$ cat src/rtl/rand_range_sampler_pkg.sv
// rand_pkg: shared widths, defaults and FSM encoding for the range sampler
package rand_pkg;
   localparam int RAND_W = 16;
   localparam int K_W = 5;
   localparam int DEF_MAX_TRIES = 8;
   typedef enum logic {ST_IDLE, ST_SAMPLE} state_t;
endpackage

$ cat src/rtl/rand_range_sampler_if.sv
// rand_range_sampler_if: request/result bundle between a client and the sampler
interface rand_range_sampler_if
   import rand_pkg::*;
#(
   parameter int WIDTH = RAND_W
);
   logic [WIDTH-1:0] rand_in;
   logic             request;
   logic [WIDTH-1:0] bound;
   logic [WIDTH-1:0] value;
   logic             valid;
   logic             busy;
   logic             error;
   modport master (output rand_in, request, bound, input value, valid, busy, error);
   modport slave  (input rand_in, request, bound, output value, valid, busy, error);
endinterface

$ cat src/rtl/rand_range_sampler_range_width_calc.sv
// range_width_calc: k = number of bits needed to represent bound-1
module range_width_calc
   import rand_pkg::*;
#(
   parameter int WIDTH = RAND_W
) (
   input  logic [WIDTH-1:0] bound,
   output logic [K_W-1:0]   k
);
   logic [WIDTH-1:0] nm1;
   // priority encode the highest set bit of bound-1; bound=1 yields k=0
   always_comb begin
      nm1 = bound - WIDTH'(1);
      k = '0;
      for (int i = 0; i < WIDTH; i++)
         if (nm1[i]) k = K_W'(i + 1);
   end
endmodule

$ cat src/rtl/rand_range_sampler.sv
// rand_range_sampler: unbiased [0, bound) integers from a PRNG word via mask rejection
module rand_range_sampler
   import rand_pkg::*;
#(
   parameter int WIDTH = RAND_W,
   parameter int MAX_TRIES = DEF_MAX_TRIES
) (
   input  logic clk,
   input  logic rst_n,
   rand_range_sampler_if.slave bus
);
   state_t           state, state_nx;
   logic [WIDTH-1:0] bound_reg, bound_nx;
   logic [K_W-1:0]   k_reg, k_nx, k_calc;
   logic [7:0]       try_cnt, try_nx;
   logic [WIDTH-1:0] value, value_nx;
   logic             valid, valid_nx;
   logic             error, error_nx;
   logic [K_W-1:0]   sh;
   logic [WIDTH-1:0] cand;

   range_width_calc #(.WIDTH(WIDTH)) u_kcalc (.bound(bus.bound), .k(k_calc));

   // keep the high bits of the PRNG word since LCG low bits are weak
   always_comb begin
      sh = K_W'(WIDTH) - k_reg;
      cand = (k_reg == '0) ? '0 : bus.rand_in >> sh;
   end

   // next-state: accept in IDLE, one rejection attempt per cycle in SAMPLE
   always_comb begin
      state_nx = state;
      bound_nx = bound_reg;
      k_nx = k_reg;
      try_nx = try_cnt;
      value_nx = value;
      valid_nx = 1'b0;
      error_nx = 1'b0;
      if (state == ST_IDLE) begin
         if (bus.request && bus.bound == '0) error_nx = 1'b1;
         else if (bus.request) begin
            bound_nx = bus.bound;
            k_nx = k_calc;
            try_nx = '0;
            state_nx = ST_SAMPLE;
         end
      end else if (cand < bound_reg) begin
         value_nx = cand;
         valid_nx = 1'b1;
         state_nx = ST_IDLE;
      end else if (try_cnt == 8'(MAX_TRIES - 1)) begin
         // cand < 2^k < 2*bound, so one subtraction lands in range
         value_nx = cand - bound_reg;
         valid_nx = 1'b1;
         state_nx = ST_IDLE;
      end else try_nx = try_cnt + 8'd1;
   end

   // state and result registers, cleared asynchronously
   always_ff @(posedge clk or negedge rst_n) begin
      if (!rst_n) begin
         state <= ST_IDLE;
         bound_reg <= '0;
         k_reg <= '0;
         try_cnt <= '0;
         value <= '0;
         valid <= 1'b0;
         error <= 1'b0;
      end else begin
         state <= state_nx;
         bound_reg <= bound_nx;
         k_reg <= k_nx;
         try_cnt <= try_nx;
         value <= value_nx;
         valid <= valid_nx;
         error <= error_nx;
      end
   end

   assign bus.value = value;
   assign bus.valid = valid;
   assign bus.error = error;
   assign bus.busy = (state == ST_SAMPLE);
endmodule

$ cat src/flat_wrapper.sv
// flat-port wrapper written by rule: the top's interface ports become plain ports
module rand_range_sampler_flat import rand_pkg::*;
#(
   parameter int WIDTH = RAND_W,
   parameter int MAX_TRIES = DEF_MAX_TRIES
)
  (clk, rst_n, bus_rand_in, bus_request, bus_bound, bus_value, bus_valid, bus_busy, bus_error);
  rand_range_sampler_if #(.WIDTH(WIDTH)) bus_i ();
  input  logic clk;
  input  logic rst_n;
  input wire logic [$bits(bus_i.rand_in)-1:0] bus_rand_in;
  input wire logic [$bits(bus_i.request)-1:0] bus_request;
  input wire logic [$bits(bus_i.bound)-1:0] bus_bound;
  output wire logic [$bits(bus_i.value)-1:0] bus_value;
  output wire logic [$bits(bus_i.valid)-1:0] bus_valid;
  output wire logic [$bits(bus_i.busy)-1:0] bus_busy;
  output wire logic [$bits(bus_i.error)-1:0] bus_error;
  assign bus_i.rand_in = bus_rand_in;
  assign bus_i.request = bus_request;
  assign bus_i.bound = bus_bound;
  assign bus_value = bus_i.value;
  assign bus_valid = bus_i.valid;
  assign bus_busy = bus_i.busy;
  assign bus_error = bus_i.error;
  rand_range_sampler #(.WIDTH(WIDTH), .MAX_TRIES(MAX_TRIES)) u_core (.clk(clk), .rst_n(rst_n), .bus(bus_i));
endmodule
$ cat config.mk
export PLATFORM = sky130hd
export DESIGN_NAME = rand_range_sampler_flat
export DESIGN_NICKNAME = d
export VERILOG_FILES = /design/src/rtl/rand_range_sampler_pkg.sv /design/src/rtl/rand_range_sampler_if.sv /design/src/rtl/rand_range_sampler_range_width_calc.sv /design/src/rtl/rand_range_sampler.sv /design/src/flat_wrapper.sv
export SDC_FILE = /design/constraint.sdc
export NUM_CORES = 1
export LEC_CHECK = 0
export ABC_AREA = 1
export CELL_PAD_IN_SITES_DETAIL_PLACEMENT = 1
export CELL_PAD_IN_SITES_GLOBAL_PLACEMENT = 1
export CORE_MARGIN = 8
export CORE_UTILIZATION = 37
export CTS_BUF_LIST = sky130_fd_sc_hd__clkbuf_4
export CTS_CLUSTER_DIAMETER = 40
export CTS_CLUSTER_SIZE = 24
export DETAILED_ROUTE_END_ITERATION = 6
export PLACE_DENSITY_LB_ADDON = 0.1
export SKIP_LAST_GASP = 1
export SLEW_MARGIN = 20
export SYNTH_ARGS = -nofsm -noshare
export SYNTH_HDL_FRONTEND = slang
export SYNTH_HIERARCHICAL = 1
export SYNTH_SLANG_ARGS = --single-unit
$ cat constraint.sdc
create_clock -name clk -period 4.1 [get_ports clk]
set_clock_uncertainty 0.15 [all_clocks]
set_input_delay 0.82 -clock clk [delete_from_list [all_inputs] [get_ports clk]]
set_output_delay 0.82 -clock clk [all_outputs]
set_load 0.02 [all_outputs]
==> impl_metrics.ini <==
[timing]
max-slew-margin-rel_pct = 52.9
timing.fmax_ghz = 0.265
min_period_ns = 3.78
whs_ns = 0.295
worst_slack_ns = 0.321
setup_viol_count_final = 0
hold_viol = 0
worst_pin_slew_ns = 0.706
finalMaxSlewViolations = 0
fin_crit_sh_pct = 92.2

[cells_and_area]
layout-drive-gt1-share_pct = 9.43
fin_util_pct = 43.8
diodes = 0
fillers = 1704
final_nets = 862
area_growth_pct = 16.4

[grt]
antenna_found_initial = 0
gr-total-overflow = 0
grt_pass1_vias = 4865
grt_max_degree = 42
grt_pass1_wl_um = 23600
grtUsageTotal_pct = 17.6

[logic_synthesis]
synth_top_area_share_pct = 25.4
ys_warn_count = 6
synthAdderAreaFrac_pct = 5.98
yosys.area_share.simple_pct = 46.2
synth_nets = 812
synth_edf_count = 0
synth_top_area_cell = dfrtp_1
muxShareOfSynthArea_pct = 0
yosysUniqueCellTypes = 42
synth-xor-area-share_pct = 4.87
ys.flop_type = dfrtp_1
synth_seq_cells = 48
synth_compound_area_share_pct = 4.76
netlist_instances = 755
ys_seq_area_share_pct = 25.4
synth_area_leaders = dfrtp_1, nand2_1, nand3_1
synth_top_family_by_area = simple AND/OR/NAND/NOR gates
synth_commonest_cells = nand2_1, inv_1, nand3_1
postSynth.asyncResetShare_pct = 100
avgSynthCellArea_um2 = 6.26
synth_area_um2 = 4730
yosysMostFrequentCell = nand2_1

[placement]
portBuffers = 53
place_ws_ns = -0.0389
dp_hpwl_um = 11700
gp_congestion = 0.882

[pwr]
p_per_area_nw_per_um2 = 548
p_leak_nw = 2.97
ir_drop_uv = 153

[run_status]
status = complete, no violations

[die]
ios = 54
start_util_pct = 37.6
die_h_um = 129
dieArea_um2 = 16600
core_um2 = 12600
num_rows = 41
die_w_um = 129

[clocking]
worstSkewPairLatency_ns = 0.39
cts_tree = yes
cts_hold_buf = 0
htree_levels = 2
cts_buffer_depth = 2
path_clk_slew_ns = 0.16
cts.sinks = 48
numCtsBuffers = 5
root_buffer = clkbuf_4

[worst_hold_path]
hold_path_class = in2async

[route]
vias_per_cell = 4.90
dr_total_vias = 4789
wl_um = 14100
wl_per_cell_um = 14.4
drc = 0
ant_nets = 0
drtIter0Drc = 174
dr.pass1.iters = 4

[worst_setup_path]
crit_path_start_kind = register
required_ns = 4.25
crit_fanout = 16
cp.arrival_ns = 3.93
cp-end-kind = register
worstSetupPathType = reg2reg

[flow_run]
max_cap_viol_count = 0
layer usage:
layer  vias to the layer above  global-route usage (%)  wire length (um)
li1                       2437                       -                 -
met1                      2273                    22.1              6630
met2                        58                    29.9              6670
met3                        21                    2.88               435
met4                         0                    6.01               329
met5                         -                       0                 0
cells in the final DEF, fill, tap and decap left out, types with 2 or more instances in the layout:
master / synthesis / final
inv_1: 106 / 105
nand3_1: 87 / 87
nor2_2: 5 / 4
and2_1: 4 / 4
xnor2_2: 2 / 2
nor2_1: 44 / 44
nand2_1: 290 / 289
nand2_2: 16 / 17
xor2_1: 15 / 15
nor3_2: 2 / 2
nor4_1: 3 / 3
xnor2_1: 2 / 2
nand3_2: 4 / 4
nor3b_1: 2 / 2
nand4_1: 8 / 8
xor2_2: 3 / 3
ha_1: 21 / 20
buf_4: 3 / 10
nor3_4: 3 / 3
nand2_4: 3 / 3
dfrtp_1: 48 / 48
o21ai_0: 14 / 14
nor2_4: 4 / 5
clkdlybuf4s50_1: 0 / 52
clkbuf_4: 0 / 5
inv_2: 7 / 7
o21ai_1: 5 / 5
nor3_1: 4 / 4
a21oi_1: 23 / 22
timing repair:
item,in CTS,in global routing
endpoints found under the setup margin,4,25
pin swaps,0,2
resized for setup,1,6
endpoints found under the hold margin,0,0
cloned,0,0
buffers inserted,0,3
final timing paths:
path,start,end,slack (ns),cells past startpoint
setup / recovery,u_core/k_reg[1]$_DFFE_PN0P_,u_core/bus.value[2]$_DFFE_PN0P_,0.32,25
setup reg to reg,u_core/k_reg[1]$_DFFE_PN0P_,u_core/bus.value[2]$_DFFE_PN0P_,0.32,25
hold / removal,rst_n,u_core/bus.value[9]$_DFFE_PN0P_,0.30,1
hold reg to reg,u_core/bus.value[3]$_DFFE_PN0P_,u_core/bus.value[3]$_DFFE_PN0P_,0.35,2
min in group clk,u_core/bus.value[3]$_DFFE_PN0P_,u_core/bus.value[3]$_DFFE_PN0P_,0.35,2
max in group asynchronous,rst_n,u_core/bound_reg[3]$_DFFE_PN0P_,2.71,2
through the flow:
stage / instances / power, mW / instance area, um2 / setup TNS, ns
3_3_place_gp: 967 / 2.64 / 5350 / 0
3_5_place_dp: 967 / 2.68 / 5350 / -0.0831
6_report: 978 / 3.02 / 5500 / 0
2_1_floorplan: 755 / 2.12 / 4730 / 0
5_1_grt: 978 / 3.33 / 5500 / -0.0265
4_1_cts: 975 / 2.98 / 5440 / 0
cell families (layout without fill, tap and decap cells):
| group | after synthesis | after routing |
|---|---|---|
| buffers and inverters | 135 | 186 |
| AOI/OAI and AO/OA | 44 | 44 |
| DFF | 48 | 48 |
| and+or+nand+nor | 484 | 484 |
| adders and majority gates | 22 | 22 |
| xor gates and xnor gates | 22 | 22 |
cell type report:
type                            instances  area, um2  area share [%]
Multi-Input combinational cell        572       2950            53.6
Sequential cell                        48       1200            21.8
Timing Repair Buffer                   64        621            11.3
Inverter                              114        434            7.89
Tap cell                              172        215            3.91
Clock inverter                          3       42.5           0.773
Clock buffer                            5       37.5           0.682
critical path, stage by stage (launching register included):
cell     delay (ns)
dfrtp_1        0.38
inv_1          0.17
ha_4           0.20
nand2_1        0.06
nor2_1         0.10
ha_1           0.24
inv_1          0.06
nor2_1         0.04
inv_1          0.20
nor2_4         0.07
buf_4          0.14
nand2_1        0.11
inv_1          0.06
ha_1           0.42
nand2_1        0.10
inv_2          0.07
nand2_1        0.11
nor3_2         0.23
nand2_2        0.12
nand2_4        0.11
buf_4          0.22
inv_4          0.10
nand2_1        0.08
nand2_1        0.05
nand2_1        0.05
nand2_1        0.05
where the power goes:
part	leakage, nW	internal, mW	switching, mW
Sequential	0.607	0.589	0.0760
Clock	0.0428	0.128	0.164
Combinational	2.32	0.715	1.35
Total	2.97	1.43	1.59
Power figures use the tool's default switching activity.
